--- config.mk ---
export PLATFORM = sky130hd
export DESIGN_NAME = regfile
export DESIGN_NICKNAME = d
export VERILOG_FILES = /design/src/rtl/regfile.sv
export SDC_FILE = /design/constraint.sdc
export NUM_CORES = 1
export LEC_CHECK = 0
export BUFFER_PORTS_ARGS = -buffer_cell sky130_fd_sc_hd__buf_4
export CORE_ASPECT_RATIO = 1.2
export CORE_MARGIN = 2
export CORE_UTILIZATION = 63
export DETAILED_ROUTE_END_ITERATION = 8
export PLACE_DENSITY_LB_ADDON = 0.2
export SKIP_CTS_REPAIR_TIMING = 1
export SYNTH_ARGS = -nofsm -noshare
export SYNTH_HDL_FRONTEND = slang
export SYNTH_SLANG_ARGS = --single-unit
--- constraint.sdc ---
create_clock -name clk -period 2.4 [get_ports clk]
set_clock_uncertainty 0.05 [all_clocks]
set_input_delay 0.12 -clock clk [delete_from_list [all_inputs] [get_ports clk]]
set_output_delay 0.12 -clock clk [all_outputs]
set_load 0.03 [all_outputs]
--- src/rtl/regfile.sv ---
// Register file with two registered read ports, one write port, and write-to-read bypass.
// Register 0 always reads zero; register 10 (a0) is also brought out as a registered output.
module regfile #(
   parameter int ADDRESS_WIDTH = 5,
   parameter int DATA_WIDTH    = 12
) (
   input  logic                     clk,
   input  logic                     rst,
   input  logic [ADDRESS_WIDTH-1:0] AD1,
   input  logic [ADDRESS_WIDTH-1:0] AD2,
   input  logic [ADDRESS_WIDTH-1:0] AD3,
   input  logic                     WE3,
   input  logic [DATA_WIDTH-1:0]    WD3,
   output logic [DATA_WIDTH-1:0]    RD1,
   output logic [DATA_WIDTH-1:0]    RD2,
   output logic [DATA_WIDTH-1:0]    a0
);

   localparam int unsigned DEPTH = 1 << ADDRESS_WIDTH;
   localparam logic [ADDRESS_WIDTH-1:0] A0_IDX = ADDRESS_WIDTH'(10);

   logic [DATA_WIDTH-1:0] regs [DEPTH];
   logic [DATA_WIDTH-1:0] v1, v2, va0;

   // Read values as they will stand after this edge: x0 forced to zero, then bypass.
   always_comb begin
      v1 = regs[AD1];
      if (WE3 && (AD3 == AD1)) v1 = WD3;
      if (AD1 == '0)           v1 = '0;

      v2 = regs[AD2];
      if (WE3 && (AD3 == AD2)) v2 = WD3;
      if (AD2 == '0)           v2 = '0;

      va0 = regs[A0_IDX];
      if (WE3 && (AD3 == A0_IDX)) va0 = WD3;
   end

   always_ff @(posedge clk) begin
      if (rst) begin
         regs <= '{default: '0};
      end else if (WE3 && (AD3 != '0)) begin
         regs[AD3] <= WD3;
      end
   end

   always_ff @(posedge clk) begin
      if (rst) begin
         RD1 <= '0;
         RD2 <= '0;
         a0  <= '0;
      end else begin
         RD1 <= v1;
         RD2 <= v2;
         a0  <= va0;
      end
   end

endmodule

### Word-level counts from Yosys, hierarchy flattened

Cells that the tools add are included.

* order comparisons: 4
* equal/unequal tests: 3
* mux-type cells: 12
* bitwise gates (word level): 3
* reductions and logical operators: 10

Operators by type and width (count)
* $bwmux W384: 1
* $bmux W12 S5: 2
* $mux W12: 8
* $demux W12 S5: 1
* $ge A6 B6 Y1 const B: 3
* $not A5 Y6: 3
* $eq A5 B5 Y1: 2
* $logic_not A5 Y1: 2
* $lt A6 B1 Y1 const B: 1
* $eq A5 B4 Y1 const B: 1
* $logic_and A1 B1 Y1: 5
* $reduce_bool A5 Y1: 1
* $reduce_or A2 Y1: 2

* register bits: 420
* input bits: 30
* output and inout port bits: 36
* logic and storage cells: 67

### Logic depth before layout (Yosys ltp)

Gate-level depths: netlist of the first run.

* word-level depth: 6
* depth in mapped cells: 9
* mapped depth without buffers: 5

### Worst setup path after synthesis of the first run

No wires, ideal clock.

* path type: in2reg
* from: input AD1[0]
* to: register RD1[8]
* setup time: 0.122 ns
* arrival time: 1.593 ns
* required time: 2.228 ns
* path slack: 0.635 ns
* stages: 6
* path buffers: 2
* cell sequence: buf_2 -> buf_2 -> mux4_2 -> o221ai_1 -> a21oi_1 -> o32a_1

* cells in the longest elaborated chain, start to end: 5
* elaborated cells between the ends (all ways): 9
* classes of those cells: eq/ne (1); mux (4); bitwise (1); reduce/logical (3)

RTL lines
* start, declared: line 9 `input logic [ADDRESS_WIDTH-1:0] AD1,`
* $not A5 Y6 (implied by the code): line 27 `v1 = regs[AD1];`
* $bmux W12 S5: line 27
* $mux W12 (implied by the code) (2 in a row): line 27
* $mux W12: line 28 `if (WE3 && (AD3 == AD1)) v1 = WD3;`
* end signal, assigned: line 53 `RD1 <= v1;`
* end, declared: line 14 `output logic [DATA_WIDTH-1:0] RD1,`

Several ways; a longest one is shown, not always the timed one. The select of a mux whose other input is x is not followed.
A chain may end at the register's enable or synchronous reset.

### Worst setup path in the final report of the first run

* from: input rst
* to: register RD1[3]

* cells in the longest elaborated chain, start to end: 1

RTL lines
* start, declared: line 8 `input logic rst,`
* $reduce_or A2 Y1 (no line)

No other way between the ends.

==> results_dict.tcl, run 1 <==
set metrics [dict create \
    outcome "finished, final reports clean" \
    tightest_slew_ns 0.960 \
    antenna_found_initial 1 \
    synth_nets 2069 \
    synth_seq_area_share 0.401 \
    synth_mux_area_frac 0.335 \
    fp.dieH_um 204 \
    cts_tree "done" \
    cts.sinks 420 \
    rsz0062_at_grt "false" \
    yosysTopAreaCellShare 0.401 \
    final-setup-viol-count 0 \
    cpMostUsedCell "nor2_1" \
    drt-initial-drc-count 2173 \
    grtUsageTotal 0.365 \
    antenna_cells 0 \
    grt_max_degree 170 \
    cp-start-kind "input port" \
    start_util 0.637 \
    io_pins 66 \
    die-area_sq_um 34800 \
    timing.slew.headroom 0.359 \
    synthFlopType "dfxtp_1" \
    synth_edf_count 0 \
    max_freq_ghz 0.438 \
    numCtsBuffers 42 \
    dp_hpwl_um 40500 \
    gp_congestion 0.995 \
    required_ns 2.79 \
    placementRows 73 \
    ys_ff_latch 420 \
    drtPass1Iterations 5 \
    viasPerCell 6.67 \
    worst_ir_drop_vdd_v 0.000512 \
    synth_top_area_cell "dfxtp_1" \
    synth_top_family_by_area "multiplexers" \
    port_buffers 65 \
    yosysWarnings 0 \
    synth_xor_area_frac 0.00417 \
    slew_violations 0 \
    syn_to_final_growth_pct 11.7 \
    r2r_slack_ns 0.27 \
    power_density_nw_per_um2 643 \
    critPathKind "input port to flop" \
    drcViolationCount 0 \
    grt_pass1_wl_um 95400 \
    whs_ns 0.00248 \
    synth.avg_cell_area_sq_um 10.3 \
    arrival_ns 2.68 \
    wl_per_cell_um 25.0 \
    ys_async_sr_fraction 0 \
    synthTopCellsByCount "dfxtp_1 (420), nor2_1 (283), mux2i_1 (272)" \
    finalNetCount 2080 \
    grt-ovfl-total 0 \
    drv_cap 0 \
    hold_viol 0 \
    p_leak_nw 8.82 \
    synth_area_leaders "dfxtp_1 (40%), mux4_2 (19%), mux2i_1 (13%)" \
    ys_types 52 \
    core_sq_um 33000 \
    slowest_stage "dlygate4sd3_1" \
    fin_setup_tns_ns 0 \
    path_clk_slew_ns 0.06 \
    end_kind "flop" \
    min_path_type "input port to flop" \
    die_x_um 171 \
    grt_pass1_vias 16312 \
    yosysMostFrequentCell "dfxtp_1" \
    clock-root-buffer "clkbuf_16" \
    clk_latency_ns 0.56 \
    synth_cells 2039 \
    vias 16892 \
    slowest_delay_ns 0.59 \
    layout-drive-gt1-share 0.219 \
    yosys.area_share.simple 0.129 \
    cts_max_level 2 \
    crit_chain "dlygate4sd3_1, buf_8, nor2_1, nand2b_1, nor2_1, a211o_1, o32a_1" \
    layout_min_cycle_time_ns 2.28 \
    wirelength_um 63300 \
    antenna_left 0 \
    synth_compound_gate_area_share 0.0781 \
    netlist_area_sq_um 21000 \
    fin_crit_sh 0.951 \
    synth_fa_ha_area_frac 0 \
    cts_max_path_buffers 3 \
    cp_max_fo 67 \
]
[where the power goes]
part	switching [W]	internal, W	leakage [nW]	total, W
Combinational	0.000859	0.000480	4.74	0.00134
Sequential	0.0000554	0.00704	3.39	0.00709
Clock	0.00280	0.00383	0.692	0.00663
[worst max-delay path, delay by kind of cell]
family,cells,cell delay [ns]
buf+inv,2,0.98
compound gates,2,0.67
simple gates,3,0.89
[state kept, by name, indices dropped and copies added, names as in the netlist]
name / count
regs: 384
RD1: 12
RD2: 12
a0: 12
[final timing paths]
path / start / to / cells past startpoint
worst max-delay path: rst / RD1[3] / 7
worst min-delay path: AD1[3] / RD1[9] / 3
worst max register to register: regs[352] / RD2[4] / 5
worst min register to register: regs[297] / regs[297] / 2
[layout by cell type (no fill, tap or decap), drive strengths merged, types with 3 or more instances in the layout]
cell and count:
dfxtp 420, nor2 283, mux2i 272, nand2 239
mux4 182, buf 182, a21oi 167, clkbuf 58
nand3 54, nor2b 25, o22ai 23, nor3 18
mux2 16, a211oi 14, clkinv 13, a22oi 11
a221o 11, a211o 10, o221ai 10, o32a 10
xor2 7, dlygate4sd3 7, nor3b 7, and2 5
inv 5, nand2b 4, nand3b 3, or2 3
nor4 3, xnor2 3, bufinv 3
[per-layer routing]
metal / track usage / part of all wire / vias to the layer above
li1: - / - / 7333
met1: 0.459 / 0.36 / 8232
met2: 0.580 / 0.47 / 1082
met3: 0.0655 / 0.10 / 243
met4: 0.240 / 0.070 / 2
met5: 0 / 0.00021 / -
[layout make-up]
| cell class | instances | area (sq um) |
|---|---|---|
| Clock inverter | 18 | 173 |
| Fill cell | 2341 | 9530 |
| Tap cell | 450 | 563 |
| Multi-Input combinational cell | 1394 | 11500 |
| Clock buffer | 58 | 1200 |
| Timing Repair Buffer | 189 | 1600 |
| Sequential cell | 420 | 8410 |
| Inverter | 3 | 11.3 |
[cell families (layout without fill, tap and decap cells)]
| family | after synthesis | in the layout |
|---|---|---|
| simple gates | 650 | 650 |
| buf+inv | 225 | 268 |
| flops | 420 | 420 |
| compound gates | 264 | 264 |
| xor+xnor | 10 | 10 |
| mux | 470 | 470 |
[metrics by stage]
step           worst slack [ns]  cell area [sq um]   util  power, W  cells
6_report                  0.117              23400  0.711    0.0151   2532
3_5_place_dp             0.0150              22000  0.667   0.00854   2449
5_1_grt                  0.0973              23400  0.711    0.0154   2532
4_1_cts                   0.399              23400  0.709    0.0151   2525
2_1_floorplan             0.635              21000      -   0.00810   2039
3_3_place_gp             0.0336              22000  0.667   0.00852   2449
(Power assumes the default switching activity.)
==> run 2, diff against run 1 <==
--- a/config.mk
+++ b/config.mk
@@ -6,11 +6,13 @@
 export NUM_CORES = 1
 export LEC_CHECK = 0
 export BUFFER_PORTS_ARGS = -buffer_cell sky130_fd_sc_hd__buf_4
+export CELL_PAD_IN_SITES_DETAIL_PLACEMENT = 1
+export CELL_PAD_IN_SITES_GLOBAL_PLACEMENT = 1
 export CORE_ASPECT_RATIO = 1.2
 export CORE_MARGIN = 2
-export CORE_UTILIZATION = 63
+export CORE_UTILIZATION = 50
 export DETAILED_ROUTE_END_ITERATION = 8
-export PLACE_DENSITY_LB_ADDON = 0.2
+export PLACE_DENSITY = 0.9
 export SKIP_CTS_REPAIR_TIMING = 1
 export SYNTH_ARGS = -nofsm -noshare
 export SYNTH_HDL_FRONTEND = slang
==> run 2 against run 1 <==
Total power is 1.2% higher. Clock-buffer cell count grew 7. Core utilization down 15 points. Combinational power increased by 4%. First-iteration DRC count increased by 8.0%. Register-to-register slack worse by 0.38 ns. The run now ends with setup timing left. Flip-flop and latch count stayed put. Die area is 25% higher. Via count is 6.7% higher. Maximum frequency fell by 8.9%. Highest routed layer is now met4. Critical path type is now flop to flop.
==> results_dict.tcl, run 2 (synthesis results as in run 1) <==
set metrics [dict create \
    wirelength_um 80200 \
    viasPerCell 6.94 \
    fp.dieH_um 228 \
    gp_congestion 0.981 \
    worstReg2RegStart "regs[80]" \
    cp-start-kind "flop" \
    grt_pass1_wl_um 120000 \
    slowest_delay_ns 0.78 \
    power_density_nw_per_um2 654 \
    grtUsageTotal 0.367 \
    critPathKind "flop to flop" \
    drt-initial-drc-count 2347 \
    whs_ns 0.0100 \
    die-area_sq_um 43600 \
    port_buffers 65 \
    multi_input_area_sq_um 11500 \
    required_ns 2.79 \
    min_path_type "input port to flop" \
    r2r_end "RD1[8]" \
    cp_max_fo 3 \
    wl_per_cell_um 30.9 \
    tightest_slew_ns 1.08 \
    placementRows 82 \
    timing.slew.headroom 0.277 \
    final-setup-viol-count 2 \
    path_clk_slew_ns 0.07 \
    violations "setup timing" \
    grt-ovfl-total 0 \
    setup_slack_ns -0.105 \
    vias 18016 \
    final_common_cell "dfxtp_1" \
    slew_violations 0 \
    cts.sinks 420 \
    regMostFlops "regs" \
    r2r_slack_ns -0.11 \
    hold_start "WD3[11]" \
    nFillCells 4406 \
    layout_min_cycle_time_ns 2.51 \
    drcViolationCount 0 \
    grt_pass1_vias 19618 \
    syn_to_final_growth_pct 11.1 \
    post_dp_cell_area_sq_um 21900 \
    worst_ir_drop_vdd_v 0.000496 \
    cts_max_path_buffers 3 \
    cpLargestDelayFamily "multiplexers" \
    clock-root-buffer "clkbuf_16" \
    outcome "finished with violations" \
    antenna_found_initial 3 \
    antenna_left 0 \
    io_pins 66 \
    mostFrequentLayoutCells "dfxtp_1 (420), nor2_1 (282), mux2i_1 (271)" \
    layout-drive-gt1-share 0.207 \
    rsz0062_at_grt "false" \
    core_sq_um 41600 \
    r2r_cells 4 \
    min_to "regs[371]" \
    end_kind "flop" \
    hold_viol 0 \
    regArea_sq_um 8410 \
    dp_hpwl_um 50000 \
    final_area_sq_um 23300 \
    drtPass1Iterations 7 \
    clk_latency_ns 0.56 \
    power.total_w 0.0153 \
    numCtsBuffers 44 \
    cts_max_level 2 \
    start_util 0.505 \
    cp.buffers_inverters 0 \
    crit_chain "mux4_2, mux2i_1, a21oi_1, o32a_1" \
    arrival_ns 2.89 \
    die_x_um 191 \
    max_freq_ghz 0.399 \
    drv_cap 0 \
    fin_crit_sh 1.04 \
    p_leak_nw 8.67 \
    slowest_stage "mux2i_1" \
    grt_max_degree 231 \
    whs_path_depth 3 \
    finalNetCount 2054 \
    cts_tree "done" \
    largest_reg_flops 384 \
]
-- run 2: cell types whose count changed in the layout (fill, tap and decap cells not counted), moves of 2 or more --
cell	change
clkbuf_16	+2
buf_4	-23
inv_6	-2
dlygate4sd3_1	-5
clkinv_2	-9
clkbuf_1	+4
-- run 2: layer usage --
metal  vias to the layer above  global-route usage  wire (um)
met3                       464              0.0926       8260
met4                         0               0.281       7150
met1                      8905               0.416      27200
li1                       7296                   -          -
met2                      1351               0.591      37600
met5                         -                   0          0
-- run 2: worst max-delay path by stage --
stage	start	to	slack, ns	depth (start not counted)
after detailed placement	AD2[0]	RD2[6]	0.10	7
after global placement	AD2[0]	RD2[6]	0.09	7
final	regs[80]	RD1[8]	-0.11	4
after global routing	regs[80]	RD1[8]	0.006	4
after floorplan	AD1[0]	RD1[8]	0.64	6
after CTS	regs[75]	RD1[3]	0.37	4
-- run 2: report_power, final --
group | internal, W | total (W) | switching, W
Combinational | 0.000458 | 0.00139 | 0.000932
Clock | 0.00387 | 0.00675 | 0.00288
Sequential | 0.00704 | 0.00711 | 0.0000670
Total | 0.0114 | 0.0153 | 0.00388
-- run 2: stage by stage --
step	cells	TNS, ns	utilization	worst slack [ns]
finish	2596	-0.134	0.561	-0.105
floorplan	2039	0	-	0.635
global route	2595	0	0.561	0.00613
global placement	2522	0	0.528	0.0926
detailed placement	2522	0	0.528	0.102
CTS	2593	0	0.561	0.375
-- run 2: layout make-up --
| cell class | count | share of cell area |
|---|---|---|
| diodes | 1 | 0.000107 |
| clock buffers | 65 | 0.0549 |
| clock inverters | 6 | 0.00343 |
| inverters | 3 | 0.000483 |
| multi-input cells | 1394 | 0.492 |
| flip-flops and latches | 420 | 0.360 |
| well taps | 546 | 0.0293 |
| repair buffers | 161 | 0.0591 |
-- run 2: worst register-to-register path, stage by stage, from the launching register on --
cell,delay (ns)
dfxtp_1,0.35
mux4_2,0.47
mux2i_1,0.78
a21oi_1,0.36
o32a_1,0.38
